File: src/rtl/cpu_defs.sv
// Shared encodings for the data-memory access stage: load/store selectors,
// the bus-sequencer state type and the default bus timeout.
package cpu_defs;

  localparam logic [2:0] LSEL_LW  = 3'b000;
  localparam logic [2:0] LSEL_LB  = 3'b001;
  localparam logic [2:0] LSEL_LH  = 3'b010;
  localparam logic [2:0] LSEL_LBU = 3'b101;
  localparam logic [2:0] LSEL_LHU = 3'b110;

  localparam logic [1:0] SSEL_SW  = 2'b00;
  localparam logic [1:0] SSEL_SB  = 2'b01;
  localparam logic [1:0] SSEL_SH  = 2'b10;

  localparam int TIMEOUT_DEF = 16;

  typedef enum logic {
    ST_IDLE = 1'b0,
    ST_WAIT = 1'b1
  } dm_state_t;

endpackage

File: src/rtl/dm_be_gen.sv
// Byte-enable, store-lane and alignment decode for one data-memory access.
// Reserved selector codes fall back to full-word behaviour.
module dm_be_gen
  import cpu_defs::*;
(
  input  logic [1:0]  addr_lo,
  input  logic [1:0]  ssel,
  input  logic [2:0]  lsel,
  input  logic        is_store,
  input  logic [31:0] wd,
  output logic [3:0]  be,
  output logic [31:0] wdata,
  output logic        misaligned
);

  // Decode enables, replicated write data and misalignment from the low address bits.
  always_comb begin
    be         = 4'b1111;
    wdata      = 32'h0;
    misaligned = 1'b0;
    if (is_store) begin
      case (ssel)
        SSEL_SB: begin
          be    = 4'b0001 << addr_lo;
          wdata = {4{wd[7:0]}};
        end
        SSEL_SH: begin
          be         = addr_lo[1] ? 4'b1100 : 4'b0011;
          wdata      = {2{wd[15:0]}};
          misaligned = addr_lo[0];
        end
        default: begin
          wdata      = wd;
          misaligned = |addr_lo;
        end
      endcase
    end else begin
      case (lsel)
        LSEL_LB, LSEL_LBU: misaligned = 1'b0;
        LSEL_LH, LSEL_LHU: misaligned = addr_lo[0];
        default:           misaligned = |addr_lo;
      endcase
    end
  end

endmodule

File: src/rtl/dm_port.sv
// Data-memory access stage: issues word-aligned bus requests for M-stage
// loads/stores, stalls until ack or timeout, and registers results into W.
//
// state   | meaning
// --------+-----------------------------------------------------------
// IDLE    | no bus traffic; aligned access in M launches a request
// WAIT    | request outstanding; ack completes, counter TC aborts
module dm_port
  import cpu_defs::*;
#(
  parameter int TIMEOUT = TIMEOUT_DEF
) (
  input  logic        clk,
  input  logic        reset,
  input  logic        Valid_M,
  input  logic        MemRead_M,
  input  logic        MemWrite_M,
  input  logic [2:0]  LSel_M,
  input  logic [1:0]  SSel_M,
  input  logic [31:0] A_M,
  input  logic [31:0] WD_M,
  output logic        Stall_M,
  output logic        bus_req,
  output logic        bus_we,
  output logic [31:0] bus_addr,
  output logic [3:0]  bus_be,
  output logic [31:0] bus_wdata,
  input  logic        bus_ack,
  input  logic [31:0] bus_rdata,
  output logic        Valid_W,
  output logic [31:0] DWRD_W,
  output logic [2:0]  LSel_W,
  output logic [31:0] A_W,
  output logic        AdEL_W,
  output logic        AdES_W,
  output logic        BusErr_W
);

  localparam logic [7:0] CNT_TC = 8'(TIMEOUT - 1);

  dm_state_t   state, state_nxt;
  logic [7:0]  cnt, cnt_nxt;
  logic        access, is_store, misaligned;
  logic        bus_start, bus_end;
  logic [3:0]  be_c;
  logic [31:0] wdata_c;
  logic        n_valid, n_adel, n_ades, n_buserr;
  logic [31:0] n_dwrd;

  assign access   = Valid_M & (MemRead_M | MemWrite_M);
  assign is_store = MemWrite_M;

  dm_be_gen u_be_gen (
    .addr_lo    (A_M[1:0]),
    .ssel       (SSel_M),
    .lsel       (LSel_M),
    .is_store   (is_store),
    .wd         (WD_M),
    .be         (be_c),
    .wdata      (wdata_c),
    .misaligned (misaligned)
  );

  // Next state, stall and the W-stage values; a stalled cycle leaves all W values at bubble defaults.
  always_comb begin
    state_nxt = state;
    cnt_nxt   = cnt;
    Stall_M   = 1'b0;
    bus_start = 1'b0;
    bus_end   = 1'b0;
    n_valid   = 1'b0;
    n_dwrd    = 32'h0;
    n_adel    = 1'b0;
    n_ades    = 1'b0;
    n_buserr  = 1'b0;
    case (state)
      ST_IDLE: begin
        if (access && !misaligned) begin
          Stall_M   = 1'b1;
          bus_start = 1'b1;
          cnt_nxt   = 8'h0;
          state_nxt = ST_WAIT;
        end else begin
          n_valid = Valid_M;
          n_adel  = access & misaligned & ~is_store;
          n_ades  = access & misaligned & is_store;
        end
      end
      ST_WAIT: begin
        if (bus_ack) begin
          n_valid   = Valid_M;
          n_dwrd    = bus_we ? 32'h0 : bus_rdata;
          bus_end   = 1'b1;
          state_nxt = ST_IDLE;
        end else if (cnt == CNT_TC) begin
          n_valid   = Valid_M;
          n_buserr  = 1'b1;
          bus_end   = 1'b1;
          state_nxt = ST_IDLE;
        end else begin
          Stall_M = 1'b1;
          cnt_nxt = (cnt == 8'hFF) ? cnt : cnt + 8'd1;
        end
      end
      default: state_nxt = ST_IDLE;
    endcase
  end

  // State, timeout counter, bus request registers and W-stage registers.
  always_ff @(posedge clk) begin
    if (reset) begin
      state     <= ST_IDLE;
      cnt       <= 8'h0;
      bus_req   <= 1'b0;
      bus_we    <= 1'b0;
      bus_addr  <= 32'h0;
      bus_be    <= 4'h0;
      bus_wdata <= 32'h0;
      Valid_W   <= 1'b0;
      DWRD_W    <= 32'h0;
      LSel_W    <= 3'b000;
      A_W       <= 32'h0;
      AdEL_W    <= 1'b0;
      AdES_W    <= 1'b0;
      BusErr_W  <= 1'b0;
    end else begin
      state <= state_nxt;
      cnt   <= cnt_nxt;
      if (bus_start) begin
        bus_req   <= 1'b1;
        bus_we    <= is_store;
        bus_addr  <= {A_M[31:2], 2'b00};
        bus_be    <= be_c;
        bus_wdata <= wdata_c;
      end else if (bus_end) begin
        bus_req <= 1'b0;
      end
      Valid_W  <= n_valid;
      DWRD_W   <= n_dwrd;
      LSel_W   <= LSel_M;
      A_W      <= A_M;
      AdEL_W   <= n_adel;
      AdES_W   <= n_ades;
      BusErr_W <= n_buserr;
    end
  end

endmodule

File: config.mk
export PLATFORM = sky130hd
export DESIGN_NAME = dm_port
export DESIGN_NICKNAME = d
export VERILOG_FILES = /design/src/rtl/cpu_defs.sv /design/src/rtl/dm_be_gen.sv /design/src/rtl/dm_port.sv
export SDC_FILE = /design/constraint.sdc
export NUM_CORES = 1
export LEC_CHECK = 0
export ABC_CLOCK_PERIOD_IN_PS = 4300
export CORE_MARGIN = 3
export CORE_UTILIZATION = 44
export CTS_BUF_LIST = sky130_fd_sc_hd__clkbuf_2
export CTS_CLUSTER_SIZE = 16
export DETAILED_ROUTE_END_ITERATION = 10
export PLACE_DENSITY_LB_ADDON = 0.3
export SLEW_MARGIN = 20
export SYNTH_ARGS = -nofsm -noshare
export SYNTH_HDL_FRONTEND = slang
export SYNTH_SLANG_ARGS = --single-unit
File: constraint.sdc
create_clock -name clk -period 4.3 [get_ports clk]
set_clock_uncertainty 0.1 [all_clocks]
set_input_delay 0.43 -clock clk [delete_from_list [all_inputs] [get_ports clk]]
set_output_delay 0.43 -clock clk [all_outputs]
set_load 0.02 [all_outputs]
* After elaboration in Yosys (flattened, before gate mapping) *
Index checks and enable logic that the tools add are counted.
Widths: inputs -> output; s select.

cells by class
  $add $sub $neg = 1
  reduce and logical (&&, ||, !) cells = 10
  bitwise operators = 8
  shifts and indexed selects = 1
  multiplexer cells = 27
  equal/unequal tests = 12

operator list
  operator             number
  $pmux 32 s2          1
  $mux 32              1
  $mux 8               4
  $pmux 8 s2           1
  $mux 1               13
  $add 8x1->8 const B  1
  $eq 8x4->1 const B   1
  $eq 8x8->1 const B   1
  $mux 4               2
  $ne 2x2->1 const B   4
  $pmux 1 s2           4
  $pmux 4 s2           1
  $eq 3x3->1 const B   2
  $reduce_or 2->1      3
  $reduce_or 3->1      2
  $and 1x1->1          4
  $reduce_and 4->1     1
  $reduce_or 4->1      1
  $shl 1x2->4 const A  1
  $eq 3x1->1 const B   1
  $eq 3x2->1 const B   1
  $not 1->1            3
  $eq 2x1->1 const B   1
  $eq 2x2->1 const B   1
  other kinds (4)      4

storage, ports and cells
  logic and storage cells = 73
  register bits after elaboration = 148
  bits of input ports = 107

* Longest topological paths before layout *
  depth after elaboration = 9
  mapped depth = 9
  depth with buffers taken out = 7

* Cells and area by module *
From an unflattened synthesis, not the netlist that was laid out.

second synthesis, totals
  cell total of the unflattened synthesis = 610
  area, all modules = 5481.5 um2

modules (own cells, without submodules)
  module     cells an instance  sequential area each (um2)  times used  area each (um2)
  dm_port    521                2962.8                      1           4877.2
  dm_be_gen  89                 0.0                         1           604.3

* Least setup slack after synthesis *
No wires, ideal clock.

  kind = input port to flip-flop
  start point = in SSel_M[0]
  end point = reg bus_wdata[11]
  arrival time = 1.962 ns
  setup slack = 2.121 ns
  stages on the path = 9
  cell sequence = inv_1 > ha_1 > and2b_1 > a21oi_2 > a21oi_4 > and3b_1 > buf_2 > buf_4 > a32o_1

between the ends
  word-level cells in the longest chain between the ends = 7
  elaborated cells on any way between the ends = 10
  those cells by class = 2 x eq/ne; 6 x mux; 2 x reduce/logical

ends and longest elaborated chain
  what                                      RTL line         source
  start, declared                           dm_port.sv:19    input logic [1:0] SSel_M,
  $eq 2x2->1 or $eq 2x1->1 (tied branches)  dm_be_gen.sv:22  case (ssel)
  $pmux 1 s2                                dm_be_gen.sv:22
  $mux 1                                    dm_be_gen.sv:21  if (is_store) begin
  $logic_not 1->1                           dm_port.sv:78    if (access && !misaligned) begin
  $logic_and 1x1->1                         dm_port.sv:78
  $mux 1                                    dm_port.sv:78
  $mux 1                                    dm_port.sv:76    case (state)
  end signal, assigned                      dm_port.sv:134   bus_wdata <= wdata_c;
  end, declared                             dm_port.sv:27    output logic [31:0] bus_wdata,

Several ways; a longest one is shown, not always the timed one.
A chain may end at the register's enable or synchronous reset.

* Final worst setup path *
  start point = in SSel_M[0]
  end point = out Stall_M

between the ends
  word-level cells in the longest chain between the ends = 7
  elaborated cells on any way between the ends = 8
  those cells by class = 2 x eq/ne; 4 x mux; 2 x reduce/logical

ends and longest elaborated chain
  what                                      RTL line         source
  $eq 2x2->1 or $eq 2x1->1 (tied branches)  dm_be_gen.sv:22
  $pmux 1 s2 (*)                            dm_be_gen.sv:22
  $mux 1 (*)                                dm_be_gen.sv:21
  $logic_not 1->1 (*)                       dm_port.sv:78
  $logic_and 1x1->1 (*)                     dm_port.sv:78
  $mux 1 (*)                                dm_port.sv:78
  $pmux 1 s2 (*)                            dm_port.sv:76
  end, declared                             dm_port.sv:22    output logic Stall_M,

Mark *: on every way between the ends. The rest lies on a longest branch, timed or not.

==> results.cfg <==
[outcome]
status = finished clean

[sta]
min_period_over_period_pct = 82.5
worst_slew_pin_slew_ns = 0.922
tns_ns = 0
worst_slack_ns = 0.751
clock.fmax_mhz = 282
slew_headroom_pct = 38.5
layout_min_cycle_time_ns = 3.55
rsz0062_at_grt = no
slew_violations = 0
setup_viol = 0
final_hold_viol_count = 0

[power_and_ir_drop]
p_leak_uw = 0.00301
irDropWorstVdd_mv = 0.262
power_per_cell_area_mw_per_mm2 = 375
power.total_uw = 2900

[clocking]
clock_sink_count = 148
cts_buffers = 17
clock_path_buffers = 2
cts_hold_buffers = 0
cts-resized-gates = 0
worstSkewPairLatency_ns = 0.70
htree_levels = 4
cts_tree = done
cts_root_buf = clkbuf_2
postCtsSetupRepairBufs = 0
path_clk_slew_ns = 0.19

[critical_path]
crit_type = in -> out
r2r_end = bus_wdata[9]$_SDFFE_PP0P_
r2r_start = state$_SDFF_PP0_
endpoint_kind = output pin
cp_max_fo = 18
cp.arrival_ns = 3.02
r2r_slack_ns = 1.84
worstSetupStartpointType = primary input
reg2regPathDepth = 7
crit_required_ns = 3.77

[routing]
ant_nets = 0
drt-pass1-iter-count = 4
via_per_inst = 5.10
num_vias = 4209
drc_errors = 0
wirelength_mm = 14.7
wire_per_inst_um = 17.8
drtIter0Drc = 205

[logic_synthesis]
netlist-cell-type-count = 41
avgSynthCellArea_sq_um = 11.3
synth-async-reset-ratio_pct = 0
synthesis.area_sq_mm = 0.00492
synthCells = 435
synth_enable_flop_cells = 0
yosys_warnings = 0
ys_ff_latch = 148
seq_area_frac_synth_pct = 60.2
synth_ff_type = dfxtp_1

[hold_path]
hold_class = in -> reg
min_path_cells = 2
hold_start = bus_rdata[25]
min_to = DWRD_W[25]$_SDFF_PP0_

[floorplanning]
die_w_um = 112
die_y_um = 112
fp.dieArea_sq_mm = 0.0125
pin_count = 249
start_util_pct = 46.4
core-area_sq_mm = 0.0106
fp-row-count = 37

[global_route]
antenna_found_initial = 0
grt_max_degree = 51
grt_overflow = 0
grt_pass1_wl_mm = 23.2
grt_pass1_vias = 4523
grt_usage_pct = 23.6

[placement]
post_dp_cell_area_sq_mm = 0.00746
gp_congestion = 0.836
hpwl_mm = 10.8
pre_cts_ws_ns = 0.735
numPortBuffers = 246

[run]
maxCapViolCount = 0

[final_layout]
num_antenna_cells = 0
design_area_sq_mm = 0.00774
drive_gt1_share_pct = 6.10
synthToLayoutAreaGrowth_pct = 57.4
fillers = 746
nets = 786
-- metal layers --
layer  global-route usage (%)  vias to the layer above  wire length [um]
met5                        0                        -                 0
met3                     11.0                       31              1430
li1                         -                     2025                 -
met4                     9.16                        0               349
met2                     41.5                      187              7610
met1                     24.4                     1966              5260
-- logic make-up (layout without fill, tap and decap cells) --
| group | after synthesis | count (layout) | share of synthesized area [%] |
|---|---|---|---|
| AOI/OAI and AO/OA | 93 | 93 | 16.4 |
| and+or+nand+nor | 149 | 149 | 18.3 |
| xor gates and xnor gates | 6 | 6 | 1.07 |
| DFF | 148 | 148 | 60.2 |
| adders and majority gates | 3 | 3 | 0.763 |
| buffers and inverters | 35 | 288 | 3.18 |
| other | 1 | 2 | 0.0762 |
-- power breakdown --
part | leakage (uW) | switching [uW] | internal, uW
clock | 0.000166 | 463 | 425
sequential | 0.00121 | 35.8 | 1450
combinational | 0.00163 | 253 | 280
-- Yosys cell counts, types with 8 or more instances --
cell type | instances | share of area [%]
buf_2 | 8 | 0.81
nor2_1 | 16 | 1.2
clkbuf_1 | 19 | 1.5
a32o_1 | 16 | 3.3
a22o_1 | 8 | 1.4
nand2b_1 | 20 | 2.5
nor2b_1 | 37 | 4.7
a21oi_1 | 11 | 1.1
dfxtp_1 | 148 | 60
nor3b_1 | 10 | 1.5
and2_1 | 32 | 4.1
a221o_1 | 8 | 1.6
o2bb2ai_1 | 8 | 1.4
o22a_1 | 30 | 5.3
-- flip-flops by register name (all words and copies together), names as in the netlist --
signal	count
DWRD_W	32
A_W	32
AdEL_W	1
Valid_W	1
BusErr_W	1
LSel_W	3
bus_we	1
state	1
cnt	8
bus_req	1
AdES_W	1
bus_wdata	32
bus_be	4
bus_addr	30
-- layout by cell type, fill, tap and decap left out, types with 2 or more instances in the layout --
cell type	netlist	layout
clkdlybuf4s50_1	0	245
dfxtp_1	148	148
nor2b_1	37	37
and2_1	32	32
o22a_1	30	30
nand2b_1	20	20
clkbuf_2	0	17
nor2_1	16	16
a32o_1	16	16
a21oi_1	11	11
nor3b_1	10	10
a221o_1	8	8
o2bb2ai_1	8	8
a22o_1	8	8
nand2_1	6	6
xnor2_1	6	6
clkinv_1	0	6
buf_4	4	6
nor4_1	6	5
bufinv_16	0	5
inv_1	4	4
nand3_1	4	4
a311oi_1	4	4
nor3_1	4	4
clkinv_2	0	4
or2_2	3	3
nand3b_1	3	3
ha_1	3	3
a21o_1	2	2
conb_1	1	2
-- final cells by class --
type	count	area (sq um)	share of cell area [%]
flip-flops and latches	148	2960	38.3
multi-input cells	253	1810	23.4
clock buffers	17	85.1	1.10
clock inverters	15	193	2.49
inverters	4	15.0	0.194
well taps	136	170	2.20
repair buffers	252	2500	32.3
-- worst max-delay path: stages --
cell             delay (ns)
clkdlybuf4s50_1        0.49
inv_1                  0.05
ha_1                   0.30
and2b_1                0.31
a21oi_2                0.11
a21oi_4                0.48
nand2b_1               0.23
clkdlybuf4s50_1        0.62
-- metrics by stage --
step	std cells	util (%)	hold WS [ns]
final	825	73.0	0.166
after CTS	825	73.0	0.0791
after floorplan	436	-	0.376
after global placement	793	70.4	0.345
after global routing	825	73.0	0.0741
after detailed placement	793	70.4	0.352
-- worst max path at each step --
| stage | from | end | slack (ns) | depth (start not counted) |
|---|---|---|---|---|
| detailed placement | SSel_M[0] | Stall_M | 0.73 | 8 |
| floorplan | SSel_M[0] | bus_wdata[11]$_SDFFE_PP0P_ | 2.12 | 9 |
| CTS | SSel_M[0] | Stall_M | 0.72 | 8 |
| finish | SSel_M[0] | Stall_M | 0.75 | 8 |
| global placement | SSel_M[0] | Stall_M | 0.85 | 8 |
| global route | SSel_M[0] | Stall_M | 0.59 | 8 |
Note: power is estimated with default switching activity, not from simulation.
